<file path="src/rtl/frame_stream_sequencer.sv">
// Frame I/O sequencer: raster fetch from source memory, credit-limited streaming to the filter
// core, border-substituting writeback. Define FRAME_SEQ_CHECKSUM_EN to add a running output checksum.
module frame_stream_sequencer #(
  parameter int IMG_W  = 256,
  parameter int IMG_H  = 256,
  parameter int DW     = 8,
  parameter int AW     = 16,
  parameter int BORDER = 5,
  parameter int FIFO_D = 8
) (
  input  logic          clk,
  input  logic          rst_n,
  input  logic          start,
  output logic          mem_rd,
  output logic [AW-1:0] in_addr,
  input  logic [DW-1:0] in_data,
  output logic          px_valid,
  output logic [DW-1:0] px_data,
  input  logic          res_valid,
  input  logic [DW-1:0] res_data,
  output logic          out_valid,
  output logic [AW-1:0] out_addr,
  output logic [DW-1:0] out_data,
  output logic          busy,
  output logic          finish,
  output logic          err,
  output logic [31:0]   checksum
);

  localparam int XW = (IMG_W > 1) ? $clog2(IMG_W) : 1;
  localparam int YW = (IMG_H > 1) ? $clog2(IMG_H) : 1;
  localparam int PW = $clog2(FIFO_D);
  localparam int CW = $clog2(FIFO_D + 1);
  localparam bit BORDER_EN = (BORDER != 0);

  localparam logic [AW-1:0] LAST_ADDR = AW'(IMG_W * IMG_H - 1);
  localparam logic [AW-1:0] W_A       = AW'(IMG_W);
  localparam logic [XW-1:0] X_LAST    = XW'(IMG_W - 1);
  localparam logic [YW-1:0] Y_LAST    = YW'(IMG_H - 1);
  localparam logic [XW-1:0] X_LO      = XW'(BORDER);
  localparam logic [XW-1:0] X_HI      = XW'(IMG_W - BORDER);
  localparam logic [YW-1:0] Y_LO      = YW'(BORDER);
  localparam logic [YW-1:0] Y_HI      = YW'(IMG_H - BORDER);
  localparam logic [XW-1:0] X_ONE     = XW'(1);
  localparam logic [YW-1:0] Y_ONE     = YW'(1);
  localparam logic [CW-1:0] C_ONE     = CW'(1);
  localparam logic [CW-1:0] CREDITS   = CW'(FIFO_D);
  localparam logic [PW:0]   P_ONE     = (PW + 1)'(1);

  typedef enum logic [1:0] {S_IDLE = 2'd0, S_RUN = 2'd1, S_DRAIN = 2'd2, S_DONE = 2'd3} state_t;

  state_t          r_state;
  state_t          w_state_nx;
  logic            w_mem_rd;
  logic            w_start_acc;
  logic [XW-1:0]   r_x;
  logic [YW-1:0]   r_y;
  logic [XW-1:0]   r_ox;
  logic [YW-1:0]   r_oy;
  logic [CW-1:0]   r_inflight;
  logic            r_px_valid;
  logic [DW-1:0]   r_fifo [FIFO_D];
  logic [PW:0]     r_wr_ptr;
  logic [PW:0]     r_rd_ptr;
  logic            r_out_valid;
  logic [AW-1:0]   r_out_addr;
  logic [DW-1:0]   r_out_data;
  logic            r_busy;
  logic            r_finish;
  logic            r_err;
  logic [AW-1:0]   w_in_addr;
  logic [AW-1:0]   w_out_addr;
  logic            w_res_ok;
  logic            w_res_err;
  logic            w_fifo_empty;
  logic [DW-1:0]   w_pop_data;
  logic            w_border;

  assign w_in_addr    = (AW'(r_y) * W_A) + AW'(r_x);
  assign w_out_addr   = (AW'(r_oy) * W_A) + AW'(r_ox);
  assign w_res_ok     = res_valid && (r_inflight != {CW{1'b0}});
  assign w_res_err    = res_valid && (r_inflight == {CW{1'b0}});
  assign w_fifo_empty = (r_wr_ptr == r_rd_ptr);
  // A zero-latency core can return a result in the same cycle its pixel is being pushed.
  assign w_pop_data   = w_fifo_empty ? in_data : r_fifo[r_rd_ptr[PW-1:0]];
  assign w_border     = BORDER_EN && ((r_ox < X_LO) || (r_ox >= X_HI) ||
                                      (r_oy < Y_LO) || (r_oy >= Y_HI));

  // FSM state register
  always_ff @(posedge clk or negedge rst_n) begin
    if (!rst_n) r_state <= S_IDLE;
    else        r_state <= w_state_nx;
  end

  // FSM next-state logic
  always_comb begin
    w_state_nx = r_state;
    case (r_state)
      S_IDLE:  if (start) w_state_nx = S_RUN; else w_state_nx = S_IDLE;
      S_RUN:   if (w_mem_rd && (w_in_addr == LAST_ADDR)) w_state_nx = S_DRAIN; else w_state_nx = S_RUN;
      S_DRAIN: if (r_out_valid && (r_out_addr == LAST_ADDR)) w_state_nx = S_DONE; else w_state_nx = S_DRAIN;
      S_DONE:  if (start) w_state_nx = S_RUN; else w_state_nx = S_DONE;
      default: w_state_nx = S_IDLE;
    endcase
  end

  // FSM output decode
  always_comb begin
    w_mem_rd    = 1'b0;
    w_start_acc = 1'b0;
    case (r_state)
      S_IDLE:  w_start_acc = start;
      S_RUN:   w_mem_rd = (r_inflight < CREDITS);
      S_DRAIN: w_mem_rd = 1'b0;
      S_DONE:  w_start_acc = start;
      default: w_mem_rd = 1'b0;
    endcase
  end

  // Raster fetch counters
  always_ff @(posedge clk or negedge rst_n) begin
    if (!rst_n) begin
      r_x <= {XW{1'b0}};
      r_y <= {YW{1'b0}};
    end else if (w_start_acc) begin
      r_x <= {XW{1'b0}};
      r_y <= {YW{1'b0}};
    end else if (w_mem_rd) begin
      if (r_x == X_LAST) begin
        r_x <= {XW{1'b0}};
        r_y <= (r_y == Y_LAST) ? {YW{1'b0}} : (r_y + Y_ONE);
      end else begin
        r_x <= r_x + X_ONE;
      end
    end
  end

  // Credit counter and pixel-valid delay
  always_ff @(posedge clk or negedge rst_n) begin
    if (!rst_n) begin
      r_inflight <= {CW{1'b0}};
      r_px_valid <= 1'b0;
    end else begin
      r_px_valid <= w_mem_rd;
      case ({w_mem_rd, w_res_ok})
        2'b10:   r_inflight <= r_inflight + C_ONE;
        2'b01:   r_inflight <= r_inflight - C_ONE;
        default: r_inflight <= r_inflight;
      endcase
    end
  end

  // Source FIFO storage (no reset needed: entries are only read after being written)
  always_ff @(posedge clk) begin
    if (r_px_valid) r_fifo[r_wr_ptr[PW-1:0]] <= in_data;
  end

  // Source FIFO pointers
  always_ff @(posedge clk or negedge rst_n) begin
    if (!rst_n) begin
      r_wr_ptr <= {(PW + 1){1'b0}};
      r_rd_ptr <= {(PW + 1){1'b0}};
    end else begin
      if (r_px_valid) r_wr_ptr <= r_wr_ptr + P_ONE;
      if (w_res_ok)   r_rd_ptr <= r_rd_ptr + P_ONE;
    end
  end

  // Writeback counters and registered write port
  always_ff @(posedge clk or negedge rst_n) begin
    if (!rst_n) begin
      r_ox        <= {XW{1'b0}};
      r_oy        <= {YW{1'b0}};
      r_out_valid <= 1'b0;
      r_out_addr  <= {AW{1'b0}};
      r_out_data  <= {DW{1'b0}};
    end else if (w_start_acc) begin
      r_ox        <= {XW{1'b0}};
      r_oy        <= {YW{1'b0}};
      r_out_valid <= 1'b0;
    end else if (w_res_ok) begin
      r_out_valid <= 1'b1;
      r_out_addr  <= w_out_addr;
      r_out_data  <= w_border ? w_pop_data : res_data;
      if (r_ox == X_LAST) begin
        r_ox <= {XW{1'b0}};
        r_oy <= (r_oy == Y_LAST) ? {YW{1'b0}} : (r_oy + Y_ONE);
      end else begin
        r_ox <= r_ox + X_ONE;
      end
    end else begin
      r_out_valid <= 1'b0;
    end
  end

  // Status flags; err is sticky until reset
  always_ff @(posedge clk or negedge rst_n) begin
    if (!rst_n) begin
      r_busy   <= 1'b0;
      r_finish <= 1'b0;
      r_err    <= 1'b0;
    end else begin
      r_busy   <= (w_state_nx == S_RUN) || (w_state_nx == S_DRAIN);
      r_finish <= (w_state_nx == S_DONE);
      r_err    <= r_err | w_res_err;
    end
  end

`ifdef FRAME_SEQ_CHECKSUM_EN
  logic [31:0] r_checksum;

  // Wrap-around sum of every written pixel in the current frame
  always_ff @(posedge clk or negedge rst_n) begin
    if (!rst_n)           r_checksum <= 32'd0;
    else if (w_start_acc) r_checksum <= 32'd0;
    else if (r_out_valid) r_checksum <= r_checksum + 32'(r_out_data);
  end

  assign checksum = r_checksum;
`else
  assign checksum = 32'd0;
`endif

  assign mem_rd    = w_mem_rd;
  assign in_addr   = w_in_addr;
  assign px_valid  = r_px_valid;
  assign px_data   = r_px_valid ? in_data : {DW{1'b0}};
  assign out_valid = r_out_valid;
  assign out_addr  = r_out_addr;
  assign out_data  = r_out_data;
  assign busy      = r_busy;
  assign finish    = r_finish;
  assign err       = r_err;

endmodule

</file>
<file path="config.mk">
export PLATFORM = sky130hd
export DESIGN_NAME = frame_stream_sequencer
export DESIGN_NICKNAME = d
export VERILOG_FILES = /design/src/rtl/frame_stream_sequencer.sv
export SDC_FILE = /design/constraint.sdc
export NUM_CORES = 1
export LEC_CHECK = 0
export ABC_AREA = 1
export ABC_CLOCK_PERIOD_IN_PS = 1960
export CAP_MARGIN = 15
export CORE_MARGIN = 2
export CORE_UTILIZATION = 50
export CTS_CLUSTER_DIAMETER = 150
export DETAILED_ROUTE_END_ITERATION = 7
export HOLD_SLACK_MARGIN = 0.1
export PLACE_DENSITY = 0.83
export SYNTH_ARGS = -nofsm -noshare
export SYNTH_HDL_FRONTEND = slang
export SYNTH_SLANG_ARGS = --single-unit
</file>
<file path="constraint.sdc">
create_clock -name clk -period 1.96 [get_ports clk]
set_clock_uncertainty 0.1 [all_clocks]
set_input_delay 0.294 -clock clk [delete_from_list [all_inputs] [get_ports clk]]
set_output_delay 0.294 -clock clk [all_outputs]
set_load 0.05 [all_outputs]
</file>
* Yosys cells after proc, flatten, opt, wreduce, memory -nomap -nowiden *
Memory sizes are Yosys's and may differ from the RTL's.
Index checks and enable logic that the tools add are counted.

word-level totals
  output and inout port bits = 86
  memory bits (writable) = 64
  logic and storage cells = 97
  memories kept = 1
  input bits = 20
  register bits after elaboration = 75

memories
  name    depth  bits a word  read ports  clocked after Yosys merged registers in  wr ports  RTL line  RTL
  r_fifo  8      8            1           0                                        1         62        logic [DW-1:0] r_fifo [FIFO_D];

cells by class
  magnitude comparators = 5
  bitwise operators = 2
  reductions and logical operators = 20
  multiplexer cells = 29
  $add $sub $neg = 10
  eq/ne operators = 15

operators with widths
  operator              number
  $mux 8                17
  $add 16x8->16         2
  $add 8x1->8 const B   4
  $eq 16x16->1 const B  2
  $eq 8x8->1 const B    4
  $ge 8x8->1 const B    2
  $lt 8x3->1 const B    2
  $add 4x1->4 const B   3
  $eq 2x2->1 const B    5
  $reduce_bool 2->1     5
  $mux 1                8
  $pmux 2 s4            1
  $pmux 4 s2            1
  $eq 2x1->1 const B    3
  $reduce_and 2->1      3
  $eq 4x4->1            1
  $logic_and 1x1->1     4
  $logic_not 4->1       1
  $logic_or 1x1->1      4
  $lt 4x4->1 const B    1
  $mux 2                2
  $reduce_bool 4->1     1
  $sub 4x1->4 const B   1
  $logic_not 2->1       1
  other kinds (3)       3

* Logic depth before layout (Yosys ltp) *
  depth after elaboration = 7
  depth in mapped cells = 13
  depth with buffers taken out = 13

* Least setup slack after synthesis *
No wires, ideal clock.

  path kind = register to register
  start = register r_x[1]
  end = register r_busy, in the netlist busy
  cell stages (with the launch flop) = 12
  path slack = -206 ps
  buffers on the path = 0
  setup time = 126 ps
  arrival = 1940 ps
  clock period less this slack = 2166 ps
  data required time = 1734 ps
  cells stage by stage = dfrtp_1 ha_1 nand2_1 inv_1 nand2_1 nor2_2 nand3_2 inv_1 nand2_1 nand2_1 a21boi_0 ha_1

on the way
  word-level cells in the longest chain between the ends = 7
  elaborated cells on any way between the ends = 8
  classes of those cells = add/sub: 1; eq/ne: 3; mux: 2; reduce/logical: 2

RTL lines
  element                                   RTL line  RTL
  start, declared                           56        logic [XW-1:0] r_x;
  start signal, assigned                    123       r_x <= {XW{1'b0}};
  start signal, assigned                    126       r_x <= {XW{1'b0}};
  start signal, assigned                    130       r_x <= {XW{1'b0}};
  $add 16x8->16 (*)                         79        assign w_in_addr = (AW'(r_y) * W_A) + AW'(r_x);
  $eq 16x16->1 (*)                          100       S_RUN: if (w_mem_rd && (w_in_addr == LAST_ADDR)) w_state_nx = S_DRAIN; else w_state_nx = S_RUN;
  $logic_and 1x1->1 (*)                     100
  $mux 2 (*)                                100
  $pmux 2 s4 (*)                            98        case (r_state)
  via w_state_nx[0]                         53        state_t w_state_nx;
  $eq 2x1->1 or $eq 2x2->1 (tied branches)  203       r_busy <= (w_state_nx == S_RUN) || (w_state_nx == S_DRAIN);
  $logic_or 1x1->1 (*)                      203
  end signal, assigned                      203
  end, declared                             68        logic r_busy;

The timed path passes the listed nets; every way through them passes the cells marked *.
A chain may end at the register's enable or synchronous reset.

* Worst setup path after layout *
  start = register r_inflight[1]
  end = register r_inflight[2]

on the way
  word-level cells in the longest chain between the ends = 4
  elaborated cells on any way between the ends = 10
  classes of those cells = add/sub: 2; order compare: 1; eq/ne: 2; mux: 2; reduce/logical: 3

RTL lines
  element                                          RTL line  RTL
  start, declared                                  60        logic [CW-1:0] r_inflight;
  start signal, assigned                           141       r_inflight <= {CW{1'b0}};
  start signal, assigned                           146       2'b10: r_inflight <= r_inflight + C_ONE;
  start signal, assigned                           147       2'b01: r_inflight <= r_inflight - C_ONE;
  $reduce_bool 4->1 (*)                            81        assign w_res_ok = res_valid && (r_inflight != {CW{1'b0}});
  $logic_and 1x1->1 (*)                            81
  via w_res_ok                                     73        logic w_res_ok;
  $eq 2x1->1 or $eq 2x2->1 (tied branches)         145       case ({w_mem_rd, w_res_ok})
  $pmux 4 s2 or $reduce_bool 2->1 (tied branches)  -

Marked as above.

==> results.md <==
- Synth area leader: edfxtp_1
- Setup WS pre-CTS: -0.1412 ns
- Core area: 0.01442 sq mm
- Clk network pwr share: 25.3%
- Peak VDD IR: 0.0009480 V
- Placed cells: 1091
- Crit Path Max Fanout: 4
- Worst slew pin tran: 0.5430 ns
- Routability Congestion: 0.8954
- Cell area after synthesis: 0.007300 sq mm
- Rel. slew slack: 63.80%
- Setup TNS: 0 ns
- Critical Path Sink Type: register
- CTS Sinks: 139
- Power per Cell Area: 1498 mW/mm^2
- P_leak: 4.441 nW
- Fmax: 512.3 MHz
- Die Y: 124.8 um
- Min Tclk post-route: 1.952 ns
- Final setup fails: 0
- Buffers on Ports: 73
- Initial drt markers: 461
- Main combinational cell family by area after synthesis: simple AND/OR/NAND/NOR gates
- Crit path kind: register to register
- RSZ-0062 raised after global routing: true
- Sequential-to-total area share from yosys stat: 52.04%
- Post-synthesis mux area share: 0%
- Die Area: 0.01558 sq mm
- CTS tree: yes
- Post-route ant nets: 0
- Final Net Count: 973
- Post-DP HPWL: 11080 um
- Synth Area in XOR/XNOR: 2.040%
- Initial antenna violation count: 0
- Fraction of the mapped netlist area in adder cells: 2.571%
- Post-DR vias/cell: 5.152
- First-pass GRT wire length: 25830 um
- Worst endpoint required time: 2.16 ns
- Syn avg cell area: 8.924 sq um
- Sw Pwr: 5.747 mW
- Pint: 8.000 mW
- Count of final hold-check violations: 0
- Synth top area share: 26.33%
- Max Cap Viol: 0
- Clock Path Buffers: 2
- Post-route DRC violation count: 0
- FP Rows: 44
- Setup WS post-layout: 0.007887 ns
- Sequential share of power: 30.3%
- Hold WC Path Type: input pin to asynchronous set/reset pin
- Share of cells above drive strength 1: 19.35%
- Synth warnings: 0
- Initial Util: 50.61%
- H-tree Lvls: 4
- Synth unique cells: 45
- Post-route cell area: 0.009175 sq mm
- Clk_lat worst skew: 0.42 ns
- Total CTS buffers: 17
- Total power: 13.75 mW
- Final std cells w/o fill: 1135
- Avg WL per Cell: 14.64 um
- Pin count of the biggest net entering global routing: 41
- CTS Root Cell: clkbuf_16
- Clock-pin slew on the worst setup and hold paths: 0.06 ns
- Top cells by area, synth: edfxtp_1 26%, dfrtp_1 26%, nand2_1 12%, inv_1 5.6%, nand3_1 4.5%
- Simple-gate share of the synthesized area: 25.20%
- Antenna cells: 0
- Status: complete, no violations
- Via count: 5848
- Hold WS: 0.3034 ns
- Commonest non-fill, non-tap cells in the layout: 231 x nand2_1, 105 x inv_1, 69 x dfrtp_1
- Cells after Synth: 818
- Flops & latches, synth: 139
- GR Overflow Total: 0
- Fin crit share: 99.60%
- Die width: 124.8 um
- DP Area: 0.008386 sq mm
- Arr. time, crit path: 2.15 ns
- Synth Area in Compound Gates: 6.016%
- Area grow syn2layout: 25.69%
- I/O pin cnt: 106
- WL final: 16610 um
- Fin util: 63.61%
- Combinational group share of total power: 44.4%
- DR pass1 iterations: 5
- Crit path launch type: register
- Switching Fraction: 41.80%
- Total track usage: 20.63%
- Vias in the first global route: 5344
- Most common cell after layout, fill and taps aside: nand2_1
- Max-slew violations: 0
[logic make-up after synthesis]
| family | count (synthesis) |
|---|---|
| buf+inv | 180 |
| flops | 139 |
| compound gates | 72 |
| simple gates | 394 |
| xor+xnor | 17 |
| fa+ha+maj | 15 |
| other cells | 1 |
[sequential cells by signal, summed over array words and instances (netlist names)]
register	cells
r_ox	8
out_data	8
r_oy	8
px_valid	1
r_state	2
busy	1
finish	1
err	1
r_wr_ptr	4
r_fifo	64
out_addr	16
out_valid	1
r_x	8
r_rd_ptr	4
r_y	8
r_inflight	4
[worst paths after layout]
path | start | to | slack (ns) | cells after the start
worst max-delay path | r_inflight[1]$_DFFE_PN0P_ | r_inflight[2]$_DFFE_PN0P_ | 0.008 | 11
worst min-delay path | rst_n | out_addr[1]$_DFFE_PN0P_ | 0.30 | 2
worst max register to register | r_inflight[1]$_DFFE_PN0P_ | r_inflight[2]$_DFFE_PN0P_ | 0.008 | 11
worst min register to register | out_data[6]$_DFFE_PN0P_ | out_data[6]$_DFFE_PN0P_ | 0.38 | 2
max in group asynchronous | rst_n | r_rd_ptr[2]$_DFFE_PN0P_ | 0.79 | 3
min in group clk | out_data[6]$_DFFE_PN0P_ | out_data[6]$_DFFE_PN0P_ | 0.38 | 2
[synthesized netlist by cell type, drive strengths merged]
| library cell | instances |
|---|---|
| edfxtp | 64 |
| conb | 1 |
| nand3b | 1 |
| clkinv | 4 |
| or2 | 1 |
| nand4 | 19 |
| inv | 123 |
| nand2 | 241 |
| a21boi | 1 |
| o21bai | 2 |
| a21oi | 15 |
| ha | 15 |
| a31oi | 2 |
| nand3 | 79 |
| xnor2 | 2 |
| dfrtp | 75 |
| a211oi | 5 |
| clkbuf | 1 |
| xor2 | 15 |
| and2 | 1 |
| nor3 | 9 |
| o21ai | 42 |
| a21o | 1 |
| buf | 52 |
| nor2 | 43 |
| o31ai | 2 |
| o21a | 2 |
[power groups by stage]
stage | Clock (mW) | Sequential, mW | Combinational (mW)
global placement | 0 | 4.16 | 5.68
detailed placement | 0 | 4.18 | 5.82
finish | 3.48 | 4.16 | 6.11
CTS | 3.49 | 4.13 | 5.81
floorplan | 0 | 4.77 | 3.44
global route | 3.62 | 4.23 | 6.61
[worst max-delay path: stages (launching register included)]
cell and delay [ns]:
dfrtp_1 0.46, inv_2 0.10, nand3_2 0.11, nand2_4 0.10, inv_2 0.06, ha_4 0.18
xor2_2 0.15, ha_1 0.18, inv_1 0.09, nand3b_1 0.09, nand3_1 0.10, o21ai_0 0.10
[metal layers]
layer	track usage [%]	vias to the layer above	wire [um]
li1	-	2802	-
met1	26.84	2733	7064
met2	34.27	277	8156
met3	4.768	36	1115
met4	6.928	0	277
met5	0	-	0
[layout make-up]
| cell class | instances | area, sq um |
|---|---|---|
| sequential | 139 | 3806 |
| multi-input combinational | 530 | 2823 |
| clock inverter | 11 | 152.6 |
| tap | 184 | 230.2 |
| fill | 1086 | 5249 |
| clock buffer | 21 | 493.0 |
| inverter | 127 | 484.2 |
| timing repair buffer | 123 | 1186 |
[what timing repair did]
item                                   4_1_cts  5_1_grt
endpoints found under the hold margin       38        0
buffers inserted                             0       11
gates resized for setup                     30       24
hold buffers                                 1        0
pin swaps                                    0        6
setup endpoints to repair                   32       21
Note: power is estimated with default switching activity, not from simulation.
